$ cat src/rtl/dcache_pkg.sv
// Purpose: shared types and default geometry for the direct-mapped data cache controller.
// Latency: n/a (types and constants only).
// Backpressure: n/a.
package dcache_pkg;

   typedef enum logic [1:0] {
      IDLE    = 2'd0,
      RD_MISS = 2'd1,
      WR_THRU = 2'd2
   } state_t;

   localparam int DEF_BUS_WIDTH = 32;
   localparam int DEF_LINES     = 16;
   localparam int DEF_IDX_W     = $clog2(DEF_LINES);
   localparam int DEF_TAG_W     = DEF_BUS_WIDTH - DEF_IDX_W - 2;

   // Tag width left after removing the byte offset and the line index.
   function automatic int tag_w(input int bus_width, input int lines);
      return bus_width - $clog2(lines) - 2;
   endfunction

endpackage

$ cat src/rtl/dcache_array.sv
// Purpose: tag/valid/data storage, one combinational read port and one write port.
// Latency: read is combinational; write lands at the rising edge.
// Backpressure: none; a write is accepted every cycle wr_en is high.
// Ports: clk/rst (sync, active-high, clears valid bits only); rd_idx -> rd_vld/rd_tag/rd_data;
//        wr_en/wr_idx/wr_tag/wr_data write a whole line and mark it valid.
module dcache_array
   import dcache_pkg::*;
#(
   parameter int LINES  = DEF_LINES,
   parameter int TAG_W  = DEF_TAG_W,
   parameter int DATA_W = DEF_BUS_WIDTH
) (
   input  logic                     clk,
   input  logic                     rst,
   input  logic [$clog2(LINES)-1:0] rd_idx,
   output logic                     rd_vld,
   output logic [TAG_W-1:0]         rd_tag,
   output logic [DATA_W-1:0]        rd_data,
   input  logic                     wr_en,
   input  logic [$clog2(LINES)-1:0] wr_idx,
   input  logic [TAG_W-1:0]         wr_tag,
   input  logic [DATA_W-1:0]        wr_data
);

   logic [LINES-1:0]  valid;
   logic [TAG_W-1:0]  tag_mem  [LINES];
   logic [DATA_W-1:0] data_mem [LINES];

   always_ff @(posedge clk) begin
      if (rst) begin
         valid <= '0;
      end else if (wr_en) begin
         valid[wr_idx] <= 1'b1;
      end
   end

   // Tags and data are never reset; an invalid line is ignored regardless of content.
   // A write coinciding with reset is dropped so an abandoned fill leaves no trace.
   always_ff @(posedge clk) begin
      if (wr_en && !rst) begin
         tag_mem[wr_idx]  <= wr_tag;
         data_mem[wr_idx] <= wr_data;
      end
   end

   assign rd_vld  = valid[rd_idx];
   assign rd_tag  = tag_mem[rd_idx];
   assign rd_data = data_mem[rd_idx];

endmodule

$ cat src/rtl/dcache_ctrl.sv
// Purpose: direct-mapped, one-word-line data cache; read-allocate, write-through/no-write-allocate.
// Latency: read hit 0 cycles; read miss stalls k+1 cycles; store stalls k+1 then one retire cycle.
// Backpressure: o_stall holds the core; memory side holds its request until i_mem_ack.
// Ports: i_clk/i_rst; core side i_req/i_we/i_addr/i_wdata -> o_rdata/o_stall;
//        memory side o_mem_req/o_mem_we/o_mem_addr/o_mem_wdata <- i_mem_ack/i_mem_rdata;
//        o_hit_cnt/o_miss_cnt saturating read statistics.
module dcache_ctrl
   import dcache_pkg::*;
#(
   parameter int BUS_WIDTH = DEF_BUS_WIDTH,
   parameter int LINES     = DEF_LINES
) (
   input  logic                 i_clk,
   input  logic                 i_rst,
   input  logic                 i_req,
   input  logic                 i_we,
   input  logic [BUS_WIDTH-1:0] i_addr,
   input  logic [BUS_WIDTH-1:0] i_wdata,
   output logic [BUS_WIDTH-1:0] o_rdata,
   output logic                 o_stall,
   output logic                 o_mem_req,
   output logic                 o_mem_we,
   output logic [BUS_WIDTH-1:0] o_mem_addr,
   output logic [BUS_WIDTH-1:0] o_mem_wdata,
   input  logic                 i_mem_ack,
   input  logic [BUS_WIDTH-1:0] i_mem_rdata,
   output logic [31:0]          o_hit_cnt,
   output logic [31:0]          o_miss_cnt
);

   localparam int IDX_W = $clog2(LINES);
   localparam int TAG_W = tag_w(BUS_WIDTH, LINES);

   state_t               state, state_nxt;
   logic                 retry;      // first IDLE cycle after a fill: held read is not a new hit
   logic                 wr_done;    // first IDLE cycle after a store: let the core retire it
   logic [IDX_W-1:0]     arr_idx;
   logic [TAG_W-1:0]     cmp_tag;
   logic                 line_vld;
   logic [TAG_W-1:0]     line_tag;
   logic [BUS_WIDTH-1:0] line_data;
   logic                 tag_hit;
   logic                 arr_we;
   logic [BUS_WIDTH-1:0] arr_wdata;
   logic                 start_rd, start_wr, count_hit;
   logic                 unused_addr_lo;

   assign unused_addr_lo = &{1'b0, i_addr[1:0]};

   // In IDLE the single read port looks up the live core address; while a memory
   // transaction is open it looks up the registered one, which the store-hit update needs.
   assign arr_idx = (state == IDLE) ? i_addr[IDX_W+1:2] : o_mem_addr[IDX_W+1:2];
   assign cmp_tag = (state == IDLE) ? i_addr[BUS_WIDTH-1:IDX_W+2]
                                    : o_mem_addr[BUS_WIDTH-1:IDX_W+2];
   assign tag_hit = line_vld && (line_tag == cmp_tag);

   dcache_array #(
      .LINES  (LINES),
      .TAG_W  (TAG_W),
      .DATA_W (BUS_WIDTH)
   ) u_array (
      .clk     (i_clk),
      .rst     (i_rst),
      .rd_idx  (arr_idx),
      .rd_vld  (line_vld),
      .rd_tag  (line_tag),
      .rd_data (line_data),
      .wr_en   (arr_we),
      .wr_idx  (o_mem_addr[IDX_W+1:2]),
      .wr_tag  (o_mem_addr[BUS_WIDTH-1:IDX_W+2]),
      .wr_data (arr_wdata)
   );

   always_comb begin
      state_nxt = state;
      o_stall   = 1'b0;
      o_rdata   = '0;
      start_rd  = 1'b0;
      start_wr  = 1'b0;
      count_hit = 1'b0;
      arr_we    = 1'b0;
      arr_wdata = i_mem_rdata;
      case (state)
         IDLE: begin
            if (i_req && !wr_done) begin
               if (i_we) begin
                  o_stall   = 1'b1;
                  start_wr  = 1'b1;
                  state_nxt = WR_THRU;
               end else if (tag_hit) begin
                  o_rdata   = line_data;
                  count_hit = !retry;
               end else begin
                  o_stall   = 1'b1;
                  start_rd  = 1'b1;
                  state_nxt = RD_MISS;
               end
            end
         end
         RD_MISS: begin
            o_stall = 1'b1;
            if (i_mem_ack) begin
               arr_we    = 1'b1;
               state_nxt = IDLE;
            end
         end
         WR_THRU: begin
            o_stall = 1'b1;
            if (i_mem_ack) begin
               arr_we    = tag_hit;      // no-write-allocate: only refresh a resident line
               arr_wdata = o_mem_wdata;
               state_nxt = IDLE;
            end
         end
         default: state_nxt = IDLE;
      endcase
   end

   always_ff @(posedge i_clk) begin
      if (i_rst) begin
         state <= IDLE;
      end else begin
         state <= state_nxt;
      end
   end

   always_ff @(posedge i_clk) begin
      if (i_rst) begin
         o_mem_req   <= 1'b0;
         o_mem_we    <= 1'b0;
         o_mem_addr  <= '0;
         o_mem_wdata <= '0;
         retry       <= 1'b0;
         wr_done     <= 1'b0;
         o_hit_cnt   <= '0;
         o_miss_cnt  <= '0;
      end else begin
         retry   <= (state == RD_MISS) && i_mem_ack;
         wr_done <= (state == WR_THRU) && i_mem_ack;
         if (start_rd || start_wr) begin
            o_mem_req   <= 1'b1;
            o_mem_we    <= start_wr;
            o_mem_addr  <= {i_addr[BUS_WIDTH-1:2], 2'b00};
            o_mem_wdata <= i_wdata;
         end else if (o_mem_req && i_mem_ack) begin
            o_mem_req <= 1'b0;
            o_mem_we  <= 1'b0;
         end
         if (count_hit && (o_hit_cnt != 32'hFFFF_FFFF)) begin
            o_hit_cnt <= o_hit_cnt + 32'd1;
         end
         if (start_rd && (o_miss_cnt != 32'hFFFF_FFFF)) begin
            o_miss_cnt <= o_miss_cnt + 32'd1;
         end
      end
   end

endmodule

$ cat config.mk
export PLATFORM = sky130hd
export DESIGN_NAME = dcache_ctrl
export DESIGN_NICKNAME = d
export VERILOG_FILES = /design/src/rtl/dcache_pkg.sv /design/src/rtl/dcache_array.sv /design/src/rtl/dcache_ctrl.sv
export SDC_FILE = /design/constraint.sdc
export NUM_CORES = 1
export LEC_CHECK = 0
export CORE_MARGIN = 2
export CORE_UTILIZATION = 45
export CTS_BUF_LIST = sky130_fd_sc_hd__clkbuf_4 sky130_fd_sc_hd__clkbuf_8
export DETAILED_ROUTE_END_ITERATION = 8
export GPL_TIMING_DRIVEN = 0
export SLEW_MARGIN = 10
export SYNTH_ARGS = -nofsm -noshare
export SYNTH_HDL_FRONTEND = slang
export SYNTH_SLANG_ARGS = --single-unit
$ cat constraint.sdc
create_clock -name i_clk -period 11 [get_ports i_clk]
set_input_delay 1.1 -clock i_clk [delete_from_list [all_inputs] [get_ports i_clk]]
set_output_delay 1.1 -clock i_clk [all_outputs]
set_load 0.1 [all_outputs]
==> flow_metrics.env <==
export IMPL_initialDrtViolationCount=3533
export IMPL_layout_filler_cells=8223
export IMPL_post_cts_repair_setup_buffers=0
export IMPL_crit_path_required_time_ns=9.90
export IMPL_seq_area_frac_synth_pct=69.4
export IMPL_hpwlAfterDp_um=90200
export IMPL_timing_final_hold_violations=0
export IMPL_worst_ir_drop_vdd_mv=0.108
export IMPL_tightest_slew_ns=1.34
export IMPL_numPortBuffers=258
export IMPL_synth_enable_flop_cells=928
export IMPL_delay_of_the_slowest_critical_path_stage_ns=1.29
export IMPL_final_setup_viol_count=0
export IMPL_ys_types=70
export IMPL_die_h_um=318
export IMPL_pleak_nw=18.2
export IMPL_grt_pass1_vias=29159
export IMPL_path_common_cell="sky130_fd_sc_hd__clkbuf_1"
export IMPL_post_route_drc_count=0
export IMPL_min_period_ns=9.82
export IMPL_cts_buffers_inserted=173
export IMPL_core_utilization_of_the_finished_layout_pct=54.4
export IMPL_netlist_top_cells_area="sky130_fd_sc_hd__edfxtp_1 (63%), sky130_fd_sc_hd__dfxtp_1 (6.7%), sky130_fd_sc_hd__nand2_1 (5.7%)"
export IMPL_max_cap_violations=0
export IMPL_layout_worst_path_cycle_share_pct=89.3
export IMPL_ioPinCount=264
export IMPL_synth_ff_type="sky130_fd_sc_hd__edfxtp_1"
export IMPL_detail_route_vias_per_cell=5.86
export IMPL_syn_mean_instance_area_um2=13.6
export IMPL_insertion_delay_ns=0.86
export IMPL_maximum_number_of_pins_on_one_net_before_global_route_repair=26
export IMPL_core_area_mm2=0.0981
export IMPL_drt_wl_total_um=134000
export IMPL_yosysTopAreaCellShare_pct=62.7
export IMPL_cts_root_buf="sky130_fd_sc_hd__clkbuf_8"
export IMPL_fin_worst_skew_ns=0.0414
export IMPL_finalWorstSetupSlack_ns=1.18
export IMPL_worst_hold_path_type="reg2reg"
export IMPL_area_growth_synth_to_final_pct=20.1
export IMPL_finish_net_count=3854
export IMPL_hold_worst_slack_ns=0.478
export IMPL_ys_async_sr_fraction_pct=0
export IMPL_endpoint_kind="output pin"
export IMPL_finalWeightedCongestion=0.857
export IMPL_clock_sinks=1076
export IMPL_status="finished, final reports clean"
export IMPL_synthesis_area_mm2=0.0444
export IMPL_design_power_total_mw=9.29
export IMPL_yosys_area_top_type="sky130_fd_sc_hd__edfxtp_1"
export IMPL_timing_slew_headroom_pct=10.4
export IMPL_drt_pass1_iter_count=5
export IMPL_clock_tree_from_tritoncts="built"
export IMPL_timing_critical_path_arrival_ns=8.72
export IMPL_cts_resized_gates=0
export IMPL_timing_critical_path_max_delay_family="buffers and inverters"
export IMPL_clockBufferDepth=3
export IMPL_cts_htree_levels=4
export IMPL_slowest_stage_cell_on_the_critical_path="sky130_fd_sc_hd__clkdlybuf4s50_1"
export IMPL_num_vias=30334
export IMPL_final_layout_size_suffix_gt1_share_pct=14.3
export IMPL_ys_warn_count=0
export IMPL_hold_buffers=0
export IMPL_post_place_ws_ns=1.47
export IMPL_grt_util_overall_pct=26.2
export IMPL_cp_cell_sequence="inv_1 -> ha_1 -> buf_6 -> mux2_4 -> buf_4 -> buf_2 -> clkbuf_1 -> mux4_2 -> nand2_1 -> nand4_1 -> xor2_1 -> nand4_1 -> nand4bb_1 -> clkbuf_1 -> clkbuf_1 -> nor4_1 -> clkdlybuf4s50_1"
export IMPL_die_area_mm2=0.101
export IMPL_rows=115
export IMPL_startpoint_type="register"
export IMPL_routed_wire_length_per_instance_um=26.0
export IMPL_crit_fanout=10
export IMPL_clkSlewWorstSetupHoldPaths_ns=0.06
export IMPL_power_density_mw_per_mm2=174
export IMPL_seq_cells_post_synth=1076
export IMPL_grt_setup_unrepaired="no"
export IMPL_max_clock_freq_mhz=102
export IMPL_buffers_plus_inverters_on_the_worst_setup_path=8
export IMPL_syn_inst=3265
export IMPL_first_pass_grt_wire_length_um=194000
export IMPL_report_final_slew_viol_count=0
export IMPL_grt_overflow_total=0
export IMPL_antenna_found_initial=4
export IMPL_timing_setup_critical_path_class="reg2out"
export IMPL_floorplan_initialDensity_pct=45.3
export IMPL_final_antenna_net_count=0
export IMPL_die_w_um=318
## synthesized netlist by cell type (8+ instances only)
cell type / n
sky130_fd_sc_hd__edfxtp_1: 928
sky130_fd_sc_hd__nand2_1: 677
sky130_fd_sc_hd__nand3_1: 188
sky130_fd_sc_hd__nor2_1: 154
sky130_fd_sc_hd__dfxtp_1: 148
sky130_fd_sc_hd__clkbuf_1: 147
sky130_fd_sc_hd__mux2i_1: 139
sky130_fd_sc_hd__a311oi_1: 130
sky130_fd_sc_hd__and3_1: 82
sky130_fd_sc_hd__mux4_2: 69
sky130_fd_sc_hd__mux2_2: 66
sky130_fd_sc_hd__nand4_1: 44
sky130_fd_sc_hd__nor2b_1: 41
sky130_fd_sc_hd__nor4_1: 40
sky130_fd_sc_hd__a21oi_1: 34
sky130_fd_sc_hd__o21ai_0: 32
sky130_fd_sc_hd__inv_1: 26
sky130_fd_sc_hd__buf_2: 23
sky130_fd_sc_hd__nor3_1: 23
sky130_fd_sc_hd__a32oi_1: 21
sky130_fd_sc_hd__buf_1: 17
sky130_fd_sc_hd__or4_1: 17
sky130_fd_sc_hd__xnor2_1: 17
sky130_fd_sc_hd__o22ai_1: 16
sky130_fd_sc_hd__o31ai_1: 16
sky130_fd_sc_hd__nand2b_1: 13
sky130_fd_sc_hd__and2_1: 10
sky130_fd_sc_hd__buf_4: 10
sky130_fd_sc_hd__xor2_1: 10
sky130_fd_sc_hd__buf_6: 9
sky130_fd_sc_hd__nand3b_1: 9
sky130_fd_sc_hd__a31oi_1: 8
sky130_fd_sc_hd__and4_1: 8
sky130_fd_sc_hd__o21ai_1: 8
sky130_fd_sc_hd__or3_1: 8
## metal layers
| layer | vias up | routed length [um] | global-route usage [%] |
|---|---|---|---|
| met1 | 15278 | 58000 | 37.4 |
| met3 | 213 | 13000 | 6.09 |
| met2 | 1486 | 60200 | 39.8 |
| met5 | - | 11 | 0 |
| met4 | 2 | 3300 | 8.37 |
| li1 | 13355 | - | - |
## logic make-up after synthesis
family / synth area share (%)
other cells: 0.00844
mux: 8.58
compound gates: 5.16
simple gates: 13.6
flops: 69.4
xor+xnor: 0.532
buf+inv: 2.56
fa+ha+maj: 0.169
## cell usage in the layout (no fill, tap or decap), types with 82 or more instances in the layout
cell type,netlist,final
sky130_fd_sc_hd__and3_1,82,82
sky130_fd_sc_hd__clkdlybuf4s50_1,0,258
sky130_fd_sc_hd__clkbuf_8,0,187
sky130_fd_sc_hd__dfxtp_1,148,148
sky130_fd_sc_hd__nand3_1,188,188
sky130_fd_sc_hd__clkbuf_1,147,147
sky130_fd_sc_hd__mux2i_1,139,139
sky130_fd_sc_hd__nor2_1,154,138
sky130_fd_sc_hd__nand2_1,677,677
sky130_fd_sc_hd__a311oi_1,130,130
sky130_fd_sc_hd__edfxtp_1,928,928
## where the power goes
part | switching [mW] | internal [mW]
clock network | 1.60 | 1.94
registers | 0.0501 | 4.47
logic | 0.854 | 0.376
total | 2.50 | 6.79
## final timing paths
kind                                         from                     end  slack, ns  cells past startpoint
worst max-delay path                     state[1]              o_rdata[2]       1.18                     17
worst min-delay path            u_array.valid[15]       u_array.valid[15]       0.48                      2
worst max register to register           state[1]  u_array.data_mem[0][9]       4.04                     19
worst min register to register  u_array.valid[15]       u_array.valid[15]       0.48                      2
## registers in the layout (all words and copies together), names as in the netlist, 2 cells and up
name              cells
u_array.valid        16
o_mem_wdata          32
u_array.tag_mem     416
o_hit_cnt            32
u_array.data_mem    512
o_mem_addr           30
o_miss_cnt           32
state                 2
## tightest hold or removal path: cells and delay by family, from the launching register on
kind | cells | cell delay [ns]
flip-flops | 1 | 0.31
AO/OA/AOI/OAI | 1 | 0.07
buffers and inverters | 1 | 0.05
## metrics by stage
step / std cells / instance area, um^2 / TNS [ns]
floorplan: 3266 / 44500 / 0
global placement: 4811 / 48600 / -842.10
detailed placement: 4859 / 49800 / 0
CTS: 5176 / 53400 / 0
global route: 5177 / 53400 / 0
finish: 5178 / 53400 / 0
## final cells by class
type / instances / area [um^2] / share of cell area (%)
buffer: 214 / 1040 / 1.95
timing repair buffer: 306 / 3660 / 6.85
clock inverter: 57 / 422 / 0.790
sequential: 1076 / 30800 / 57.7
multi-input combinational: 1950 / 12600 / 23.6
inverter: 26 / 97.6 / 0.183
antenna: 2 / 5.00 / 0.00937
tap: 1287 / 1610 / 3.02
clock buffer: 260 / 3120 / 5.85
Note: power is estimated with default switching activity, not from simulation.
